## config.mk

```make
export PLATFORM = sky130hd
export DESIGN_NAME = tl_left_scheduler
export DESIGN_NICKNAME = d
export VERILOG_FILES = /design/src/rtl/tl_left_scheduler_pkg.sv /design/src/rtl/tl_light_dec.sv /design/src/rtl/tl_left_scheduler.sv
export SDC_FILE = /design/constraint.sdc
export NUM_CORES = 1
export LEC_CHECK = 0
export ABC_AREA = 0
export BUFFER_PORTS_ARGS = -buffer_cell sky130_fd_sc_hd__buf_4
export CAP_MARGIN = 20
export CORE_AREA = 2 2 50 52
export DETAILED_ROUTE_END_ITERATION = 10
export DIE_AREA = 0 0 52 54
export PLACE_DENSITY_LB_ADDON = 0.12
export SYNTH_ARGS = -nofsm -noshare
export SYNTH_HDL_FRONTEND = slang
export SYNTH_HIERARCHICAL = 1
export SYNTH_SLANG_ARGS = --single-unit
export TNS_END_PERCENT = 30
```

## constraint.sdc

```tcl
create_clock -name clk -period 2.35 [get_ports clk]
set_input_delay 0.47 -clock clk [delete_from_list [all_inputs] [get_ports clk]]
set_output_delay 0.47 -clock clk [all_outputs]
set_load 0.02 [all_outputs]
```

## src/rtl/tl_left_scheduler_pkg.sv

```systemverilog
// Shared definitions for the two-street left-turn scheduler.
//   state_t     : phase encoding S0..S7 (bit 2 selects street B, bits 1:0 sub-phase)
//   RED/YEL/GRN/LFT : 2-bit light codes driven on La/Lb
package tl_left_scheduler_pkg;

  typedef enum logic [2:0] {
    S0 = 3'b000,  // A green
    S1 = 3'b001,  // A yellow
    S2 = 3'b010,  // A left
    S3 = 3'b011,  // A yellow after left
    S4 = 3'b100,  // B green
    S5 = 3'b101,  // B yellow
    S6 = 3'b110,  // B left
    S7 = 3'b111   // B yellow after left
  } state_t;

  localparam logic [1:0] RED = 2'b00;
  localparam logic [1:0] YEL = 2'b01;
  localparam logic [1:0] GRN = 2'b10;
  localparam logic [1:0] LFT = 2'b11;

endpackage

```

## src/rtl/tl_light_dec.sv

```systemverilog
// Light decoder: maps the 3-bit phase to the street A / street B light codes.
// Purely combinational, zero latency from state.
//   state : current phase (bit 2 = street B active, bits 1:0 = sub-phase)
//   La    : street A light code
//   Lb    : street B light code
module tl_light_dec
  import tl_left_scheduler_pkg::*;
(
  input  logic [2:0] state,
  output logic [1:0] La,
  output logic [1:0] Lb
);

  logic [1:0] act;

  // The active street shows green/yellow/left; the idle street is always red.
  always_comb begin
    act = YEL;
    case (state[1:0])
      2'b00:   act = GRN;
      2'b10:   act = LFT;
      default: act = YEL;
    endcase
    La = state[2] ? RED : act;
    Lb = state[2] ? act : RED;
  end

endmodule

```

## src/rtl/tl_left_scheduler.sv

```systemverilog
// Timed, sensor-actuated sequencer for a two-street intersection with
// protected left-turn phases. Dwell is counted in ticks of an external enable.
//   clk, reset_n : clock and asynchronous active-low reset
//   tick         : single-cycle dwell enable
//   Ta, Tb       : through-lane car present on street A / B
//   Tal, Tbl     : left-turn car present on street A / B
//   emerg        : (only with TL_EMERG_EN) preempt in favour of street A
//   state        : current phase S0..S7
//   La, Lb       : street A / B light codes
// Optional feature macro: TL_EMERG_EN adds the emerg input.
module tl_left_scheduler
  import tl_left_scheduler_pkg::*;
#(
  parameter int CNT_W     = 5,
  parameter int T_MIN_GRN = 5,
  parameter int T_MAX_GRN = 20,
  parameter int T_YEL     = 3,
  parameter int T_LEFT    = 4
) (
  input  logic       clk,
  input  logic       reset_n,
  input  logic       tick,
  input  logic       Ta,
  input  logic       Tb,
  input  logic       Tal,
  input  logic       Tbl,
`ifdef TL_EMERG_EN
  input  logic       emerg,
`endif
  output logic [2:0] state,
  output logic [1:0] La,
  output logic [1:0] Lb
);

  if (!(T_MIN_GRN >= 1 && T_MIN_GRN <= T_MAX_GRN && T_MAX_GRN < (1 << CNT_W) &&
        T_YEL >= 1 && T_YEL < (1 << CNT_W) && T_LEFT >= 1 && T_LEFT < (1 << CNT_W)))
  begin : g_param_err
    $error("tl_left_scheduler: illegal dwell parameters");
  end

  localparam logic [CNT_W-1:0] CNT_MAX  = '1;
  localparam logic [CNT_W-1:0] MIN_M1   = CNT_W'(T_MIN_GRN - 1);
  localparam logic [CNT_W-1:0] MAX_M1   = CNT_W'(T_MAX_GRN - 1);
  localparam logic [CNT_W-1:0] YEL_M1   = CNT_W'(T_YEL - 1);
  localparam logic [CNT_W-1:0] LEFT_M1  = CNT_W'(T_LEFT - 1);

  state_t           state_q, state_d;
  logic [CNT_W-1:0] cnt_q, cnt_d;
  logic             lat_al_q, lat_al_d;
  logic             lat_bl_q, lat_bl_d;

  logic yel_done, left_done, a_grn_exit, b_grn_exit;

  always_comb begin
    yel_done   = tick && (cnt_q == YEL_M1);
    left_done  = tick && (cnt_q == LEFT_M1);
    // Green ends early once the own street is clear after minimum green,
    // or at maximum green if cross demand keeps waiting.
    a_grn_exit = tick && (Tb || lat_bl_q) &&
                 (((cnt_q >= MIN_M1) && !Ta) || (cnt_q >= MAX_M1));
    b_grn_exit = tick && (Ta || lat_al_q) &&
                 (((cnt_q >= MIN_M1) && !Tb) || (cnt_q >= MAX_M1));

    state_d = state_q;
    case (state_q)
      S0: if (a_grn_exit) state_d = S1;
      S1: if (yel_done)   state_d = lat_al_q ? S2 : S4;
      S2: if (left_done)  state_d = S3;
      S3: if (yel_done)   state_d = S4;
      S4: if (b_grn_exit) state_d = S5;
      S5: if (yel_done)   state_d = lat_bl_q ? S6 : S0;
      S6: if (left_done)  state_d = S7;
      S7: if (yel_done)   state_d = S0;
      default:            state_d = S0;
    endcase

`ifdef TL_EMERG_EN
    // Preemption acts without waiting for tick, except that B yellows
    // still run their full dwell before handing back to A.
    if (emerg) begin
      case (state_q)
        S0, S1, S2, S3: state_d = S0;
        S4:             state_d = S5;
        S6:             state_d = S7;
        S5:             if (yel_done) state_d = S0;
        default:        state_d = state_d;
      endcase
    end
`endif

    if (state_d != state_q)
      cnt_d = '0;
    else if (tick && (cnt_q != CNT_MAX))
      cnt_d = cnt_q + 1'b1;
    else
      cnt_d = cnt_q;

    // Clear beats set, so a car still waiting re-latches one cycle later.
    if (state_q == S2 && state_d == S3)
      lat_al_d = 1'b0;
    else
      lat_al_d = lat_al_q | Tal;

    if (state_q == S6 && state_d == S7)
      lat_bl_d = 1'b0;
    else
      lat_bl_d = lat_bl_q | Tbl;
  end

  always_ff @(posedge clk or negedge reset_n) begin
    if (!reset_n) begin
      state_q  <= S0;
      cnt_q    <= '0;
      lat_al_q <= 1'b0;
      lat_bl_q <= 1'b0;
    end else begin
      state_q  <= state_d;
      cnt_q    <= cnt_d;
      lat_al_q <= lat_al_d;
      lat_bl_q <= lat_bl_d;
    end
  end

  assign state = state_q;

  tl_light_dec u_dec (
    .state (state_q),
    .La    (La),
    .Lb    (Lb)
  );

endmodule
```

=== Word-level counts from Yosys, hierarchy flattened ===
Cells that the tools add are included.

* Add/sub/neg operators: 1
* Magnitude comparators: 2
* Equality and inequality tests: 14
* Mux-type cells: 18
* Bitwise gates (word level): 2
* Reduce and logical (&&, ||, !) cells: 20

{| class="wikitable"
|+ Operator list
! cell !! count
|-
| $mux W3 || 10
|-
| $pmux W3 S8 || 1
|-
| $eq A3 B3 Y1 const B || 5
|-
| $logic_and A1 B1 Y1 || 11
|-
| $eq A5 B2 Y1 const B || 2
|-
| $mux W5 || 2
|-
| $eq A3 B2 Y1 const B || 3
|-
| $add A5 B1 Y5 const B || 1
|-
| $ge A5 B3 Y1 const B || 1
|-
| $ge A5 B5 Y1 const B || 1
|-
| $ne A5 B5 Y1 const B || 1
|-
| $logic_or A1 B1 Y1 || 4
|-
| $mux W2 || 2
|-
| $pmux W2 S2 || 1
|-
| $eq A3 B1 Y1 const B || 1
|-
| $logic_not A3 Y1 || 1
|-
| $ne A3 B3 Y1 || 1
|-
| $eq A2 B2 Y1 const B || 1
|-
| $logic_not A1 Y1 || 2
|-
| $logic_not A2 Y1 || 1
|-
| $mux W1 || 2
|-
| $or A1 B1 Y1 || 2
|-
| $reduce_bool A2 Y1 || 1
|}

* Register bits: 10
* Input bits: 7
* Output and inout bits: 7

=== Longest topological paths before layout ===
Gate-level depths: netlist of the first run.

* Word-level depth: 9
* Gate-level depth with buffers: 8
* Mapped depth without buffers: 7

=== Modules after synthesis ===
The synthesis of the first run kept the hierarchy.

{| class="wikitable"
|+ By module, submodules not included
! module !! times used !! cells an instance !! area an instance (um^2)
|-
| tl_left_scheduler || 1 || 62 || 628.1
|-
| tl_light_dec || 1 || 4 || 27.5
|}

=== Worst setup path before layout of the first run ===
Ideal clock, no wire load.

* Path kind: reg2reg
* From: register cnt_q[0]
* To: register cnt_q[3]
* Data arrival time: 1.770 ns
* Data required time: 2.264 ns
* Path slack: 0.494 ns
* Stages on the path, launching flop included: 9
* Buffers on the path: 1
* Cell sequence: dfrtp_1 ha_1 and3_1 ha_1 nor2b_1 clkbuf_1 nand4_1 xor2_1 nor3_1

* Word-level cells in the longest chain between the ends: 8
* Elaborated cells between the ends (all ways): 28

{| class="wikitable"
|+ Ends and longest elaborated chain
! what !! RTL line !! RTL
|-
| start, declared || tl_left_scheduler.sv:48 || <nowiki>logic [CNT_W-1:0] cnt_q, cnt_d;</nowiki>
|-
| start signal, assigned || tl_left_scheduler.sv:118 || <nowiki>cnt_q <= cnt_d;</nowiki>
|-
| $ge A5 B3 Y1 || tl_left_scheduler.sv:60, tl_left_scheduler.sv:62 ||
|-
| $logic_and A1 B1 Y1 (on tied branches) || tl_left_scheduler.sv:62, tl_left_scheduler.sv:60 ||
|-
| $logic_or A1 B1 Y1 (on tied branches) || tl_left_scheduler.sv:62, tl_left_scheduler.sv:60 ||
|-
| $logic_and A1 B1 Y1 (on tied branches) || tl_left_scheduler.sv:61, tl_left_scheduler.sv:59 ||
|-
| $mux W3 (on tied branches) || tl_left_scheduler.sv:70, tl_left_scheduler.sv:66 ||
|-
| $pmux W3 S8 || tl_left_scheduler.sv:65 || <nowiki>case (state_q)</nowiki>
|-
| $ne A3 B3 Y1 || tl_left_scheduler.sv:91 || <nowiki>if (state_d != state_q)</nowiki>
|-
| $mux W5 / $reduce_bool A2 Y1 (equally long branches) || n/a ||
|}

Parallel ways exist; a longest one is shown, timed or not. The select of a mux whose other input is x is not followed.
A chain may end at the register's enable or synchronous reset.

=== Worst setup path after layout of the first run ===
Same ends and word-level chain as after synthesis.

==> impl_metrics.env, run 1 <==
export IMPL_ys_async_sr_fraction=1.00
export IMPL_wl_per_cell_um=12.6
export IMPL_yosysUniqueCellTypes=29
export IMPL_period_share=0.868
export IMPL_fmax_mhz=490
export IMPL_yosysMostFrequentCell="dfrtp_1"
export IMPL_setup_viol=0
export IMPL_synth_edf_count=0
export IMPL_start_util=0.283
export IMPL_r2r_end="cnt_q[3]"
export IMPL_crit_path_cell_trace="ha_1, and3_1, ha_1, nor2b_1, nand4_1, xor2_1, nor3_1"
export IMPL_drtAntennaViolNets=0
export IMPL_grtUsageTotal=0.116
export IMPL_layout_drive_gt1_share=0.235
export IMPL_clk_pin_slew_worst_paths_ns=0.06
export IMPL_slew_headroom=0.695
export IMPL_max_clock_path_buffers=2
export IMPL_synth_top_cell_area_share=0.382
export IMPL_crit_path_end_kind="register"
export IMPL_core_um2=2320
export IMPL_cpMostUsedCell="ha_1"
export IMPL_die_area_um2=2810
export IMPL_antenna_found_initial=0
export IMPL_reg2reg_depth=7
export IMPL_final_area_um2=810
export IMPL_synthTopCellsByArea="dfrtp_1, ha_1, nor3_1"
export IMPL_critPathKind="reg -> reg"
export IMPL_power_density_nw_per_um2=1160
export IMPL_worst_pin_slew_ns=0.457
export IMPL_vias_per_cell=4.88
export IMPL_timing_hold_violations_final=0
export IMPL_syn_area_per_cell_um2=9.93
export IMPL_cts_root_buf="clkbuf_4"
export IMPL_clk_latency_ns=0.26
export IMPL_dp_final_hpwl_um=1070
export IMPL_outcome="complete, no violations"
export IMPL_cts_tree="done"
export IMPL_place_congestion=0.740
export IMPL_worstPathMaxFanout=6
export IMPL_overflow=0
export IMPL_power_leakage_nw=0.376
export IMPL_maxCapViolCount=0
export IMPL_grt_start_max_net_pins=12
export IMPL_synthCells=66
export IMPL_min_period_ns=2.04
export IMPL_dr_pass1_iters=4
export IMPL_port_buffers=13
export IMPL_drt_iter0_drc=2
export IMPL_syn_num_nets=77
export IMPL_grt_pass1_wl_um=2310
export IMPL_slowest_delay_ns=0.46
export IMPL_die_w_um=52
export IMPL_cp_start_kind="register"
export IMPL_rrSetupSlack_ns=0.31
export IMPL_synth_area_um2=656
export IMPL_slowest_stage="dfrtp_1"
export IMPL_finClkSkew_ns=0.00212
export IMPL_numCtsBuffers=3
export IMPL_cts_hold_buf=0
export IMPL_synth_top_area_cell="dfrtp_1"
export IMPL_htreeDepth=1
export IMPL_synth_warnings=6
export IMPL_worstHoldPathType="in -> async"
export IMPL_endpoint="cnt_q[3]"
export IMPL_cts_sinks=10
export IMPL_grt_pass1_vias=469
export IMPL_vias=542
export IMPL_synthTopCellsByCount="dfrtp_1, nor3_1, nor2_1, inv_1"
export IMPL_fin_setup_tns_ns=0
export IMPL_antennaDiodeCount=0
export IMPL_core_rowCount=18
export IMPL_drc_errors=0
export IMPL_postCtsResizedCells=0
export IMPL_startpoint="cnt_q[0]"
export IMPL_synth_seq_area_share=0.382
export IMPL_place_area_um2=787
export IMPL_ys_ff_latch=10
export IMPL_syn_to_final_growth_pct=23.5
export IMPL_nets=94
export IMPL_wirelength_um=1400
export IMPL_slew_violations=0
export IMPL_r2r_start="cnt_q[0]"
export IMPL_ys_flop_type="dfrtp_1"
export IMPL_worstPathRequired_ns=2.53
export IMPL_grt_setup_unrepaired="false"
export IMPL_arrival_ns=2.22
export IMPL_postCtsSetupBuffers=0
export IMPL_ios=14
export IMPL_die_y_um=54
export IMPL_peakVddDrop_uv=428
export IMPL_fillers=243
## metrics by stage
step | cells | util | hold WS, ns | worst slack [ns] | power (mW)
2_1_floorplan | 66 | - | 0.174 | 0.494 | 0.655
3_3_place_gp | 108 | 0.339 | 0.311 | 0.378 | 0.835
3_5_place_dp | 108 | 0.339 | 0.310 | 0.320 | 0.833
4_1_cts | 111 | 0.349 | 0.0261 | 0.311 | 0.951
5_1_grt | 111 | 0.349 | 0.0221 | 0.149 | 1.02
6_report | 111 | 0.349 | 0.0223 | 0.311 | 0.942
## worst min-delay path by stage
stage                to  slack, ns  depth (start not counted)
5_1_grt        cnt_q[1]       0.02                          1
3_5_place_dp   cnt_q[0]       0.31                          1
4_1_cts        cnt_q[0]       0.03                          1
3_3_place_gp   cnt_q[1]       0.31                          1
2_1_floorplan  cnt_q[0]       0.17                          0
6_report       cnt_q[0]       0.02                          1
## worst max-delay path, delay by kind of cell, from the launching register on
| family | cells | cell delay [ns] |
|---|---|---|
| flops | 1 | 0.46 |
| simple gates | 4 | 0.88 |
| xor+xnor | 1 | 0.16 |
| fa+ha+maj | 2 | 0.46 |
## sequential cells by signal (all words and copies together), names as in the netlist
name      count
cnt_q         5
lat_bl_q      1
lat_al_q      1
state         3
## where the power goes
group	total (mW)	internal (mW)	switching [mW]
logic	0.459	0.228	0.232
registers	0.365	0.229	0.136
clock network	0.117	0.0592	0.0581
## final cells by class
cell class                      instances  area, um2  area share
Inverter                                5       18.8      0.0232
Multi-Input combinational cell         50        383       0.473
Tap cell                               30       37.5      0.0464
Timing Repair Buffer                   13       97.6       0.121
Clock buffer                            3       22.5      0.0278
Sequential cell                        10        250       0.309
## metal layers
metal	routed length, um	share of wire	global-route usage	up-vias
li1	-	-	-	272
met1	730	0.52	0.174	258
met2	594	0.42	0.148	7
met3	45	0.032	0.0250	5
met4	31	0.022	0.0658	0
met5	0	0	0	-
## placed cells by master, fill, tap and decap left out, types with 2 or more instances in the layout
cell       instances
a2111oi_1          2
a21oi_1            4
buf_4             13
clkbuf_4           3
dfrtp_1           10
ha_1               4
inv_1              5
mux2i_1            2
nand3_1            2
nor2_1             6
nor2b_1            4
nor3_1             7
xor2_1             2
## cell families (layout without fill, tap and decap cells)
group | after synthesis | after routing | synth area share
AO/OA/AOI/OAI | 16 | 16 | 0.212
XOR/XNOR | 3 | 3 | 0.0401
adder cells (fa/ha/maj) | 4 | 4 | 0.0763
buffers and inverters | 6 | 21 | 0.0343
flip-flops | 10 | 10 | 0.382
multiplexers | 2 | 2 | 0.0305
AND/OR/NAND/NOR | 25 | 25 | 0.225
Note: power is estimated with default switching activity, not from simulation.
==> run 2, diff against run 1 <==
- CELL_PAD_IN_SITES_DETAIL_PLACEMENT: not set -> 1
- CELL_PAD_IN_SITES_GLOBAL_PLACEMENT: not set -> 1
- CORE_AREA: 2 2 50 52 -> 8 8 56 58
- DIE_AREA: 0 0 52 54 -> 0 0 64 66
- GPL_ROUTABILITY_DRIVEN: not set -> 0
==> run 2 against run 1 <==
Effect of this change:
- core utilization unchanged
- global-route usage down 3.0 points
- clock power about the same
- non-clock buffer count unchanged
- die area up 50%
- count of clock-buffer cells in the layout unchanged
==> impl_metrics.env, run 2 (synthesis results as in run 1) <==
export IMPL_slowest_delay_ns=0.46
export IMPL_die_w_um=64
export IMPL_drc_errors=0
export IMPL_reg2reg_depth=7
export IMPL_worst_pin_slew_ns=0.515
export IMPL_power_leakage_nw=0.376
export IMPL_crit_buf_inv=0
export IMPL_core_um2=2320
export IMPL_grtUsageTotal=0.0861
export IMPL_arrival_ns=2.29
export IMPL_die_y_um=66
export IMPL_start_util=0.283
export IMPL_cts_root_buf="clkbuf_4"
export IMPL_place_area_um2=787
export IMPL_timing_hold_violations_final=0
export IMPL_cts_tree="done"
export IMPL_drt_iter0_drc=13
export IMPL_postCtsResizedCells=0
export IMPL_dp_final_hpwl_um=1310
export IMPL_htreeDepth=1
export IMPL_slew_headroom=0.656
export IMPL_grt_start_max_net_pins=12
export IMPL_slowest_stage="dfrtp_1"
export IMPL_cp_top_family="simple AND/OR/NAND/NOR gates"
export IMPL_core_rowCount=18
export IMPL_clk_latency_ns=0.27
export IMPL_die_area_um2=4220
export IMPL_worstPathRequired_ns=2.53
export IMPL_dp_cells=108
export IMPL_instances_no_fill=111
export IMPL_worstHoldPathType="in -> async"
export IMPL_port_buffers=13
export IMPL_layout_commonest_cell="buf_4"
export IMPL_drtAntennaViolNets=0
export IMPL_holdWs_ns=0.0179
export IMPL_critPathKind="reg -> reg"
export IMPL_wirelength_um=1670
export IMPL_overflow=0
export IMPL_slew_violations=0
export IMPL_setup_viol=0
export IMPL_fin_setup_tns_ns=0
export IMPL_cp_start_kind="register"
export IMPL_vias=533
export IMPL_vias_per_cell=4.80
export IMPL_fillers=276
export IMPL_grt_pass1_wl_um=2800
export IMPL_dr_pass1_iters=4
export IMPL_layout_drive_gt1_share=0.235
export IMPL_layout_common_cells="buf_4, dfrtp_1, nor3_1"
export IMPL_max_clock_path_buffers=2
export IMPL_grt_setup_unrepaired="false"
export IMPL_grt_pass1_vias=549
export IMPL_nets=94
export IMPL_cp_num_cells=7
export IMPL_power_density_nw_per_um2=1190
export IMPL_cts_hold_buf=0
export IMPL_period_share=0.896
export IMPL_postCtsSetupBuffers=0
export IMPL_ios=14
export IMPL_syn_to_final_growth_pct=23.5
export IMPL_final_area_um2=810
export IMPL_finClkSkew_ns=0.00436
export IMPL_cpMostUsedCell="ha_1"
export IMPL_numCtsBuffers=3
export IMPL_cts_sinks=10
export IMPL_crit_path_cell_trace="ha_1, and3_1, ha_1, nor2b_1, nand4_1, xor2_1, nor3_1"
export IMPL_clk_pin_slew_worst_paths_ns=0.06
export IMPL_maxCapViolCount=0
export IMPL_wl_per_cell_um=15.1
export IMPL_outcome="complete, no violations"
export IMPL_min_period_ns=2.11
export IMPL_worstPathMaxFanout=6
export IMPL_largest_reg_flops=5
export IMPL_antennaDiodeCount=0
export IMPL_fmax_mhz=475
export IMPL_peakVddDrop_uv=495
export IMPL_antenna_found_initial=0
export IMPL_crit_path_end_kind="register"
export IMPL_regMostFlops="cnt_q"
[run 2: cell counts in the layout (fill, tap and decap cells not counted)]
No cell type changed its count.
[run 2: cell type report]
cell class / count / area [um2] / area share
inverter: 5 / 18.8 / 0.0232
tap: 30 / 37.5 / 0.0464
timing repair buffer: 13 / 97.6 / 0.121
multi-input combinational: 50 / 383 / 0.473
clock buffer: 3 / 22.5 / 0.0278
sequential: 10 / 250 / 0.309
[run 2: final timing paths]
| kind | startpoint | endpoint | slack, ns |
|---|---|---|---|
| max in group asynchronous | reset_n | cnt_q[4] | 2.19 |
| worst max register to register | cnt_q[0] | cnt_q[3] | 0.24 |
| worst min register to register | lat_al_q | lat_al_q | 0.58 |
| worst min-delay path | reset_n | state[0] | 0.02 |
| worst max-delay path | cnt_q[0] | cnt_q[3] | 0.24 |
| min in group clk | Tal | lat_al_q | 0.44 |
[run 2: through the flow]
stage | setup WS, ns | utilization | power, mW
after floorplan | 0.494 | - | 0.655
after global placement | 0.362 | 0.339 | 0.849
after detailed placement | 0.265 | 0.339 | 0.850
after CTS | 0.241 | 0.349 | 0.976
after global routing | 0.102 | 0.349 | 1.04
final | 0.243 | 0.349 | 0.962
[run 2: report_power, final]
| part | internal, mW | switching (mW) | leakage, nW |
|---|---|---|---|
| Clock | 0.0592 | 0.0579 | 0.0138 |
| Combinational | 0.228 | 0.250 | 0.242 |
| Sequential | 0.229 | 0.137 | 0.121 |
| Total | 0.517 | 0.445 | 0.376 |
[run 2: per-layer routing]
metal	up-vias	track usage	wire length [um]
met3	5	0.0271	69
met1	249	0.105	822
met4	0	0.0669	44
met2	8	0.123	734
met5	-	0	0
li1	271	-	-
[run 2: worst register-to-register path, delay by kind of cell (launching register included)]
| kind | cells | cell delay, ns |
|---|---|---|
| xor gates and xnor gates | 1 | 0.16 |
| adders and majority gates | 2 | 0.46 |
| DFF | 1 | 0.46 |
| and+or+nand+nor | 4 | 0.94 |
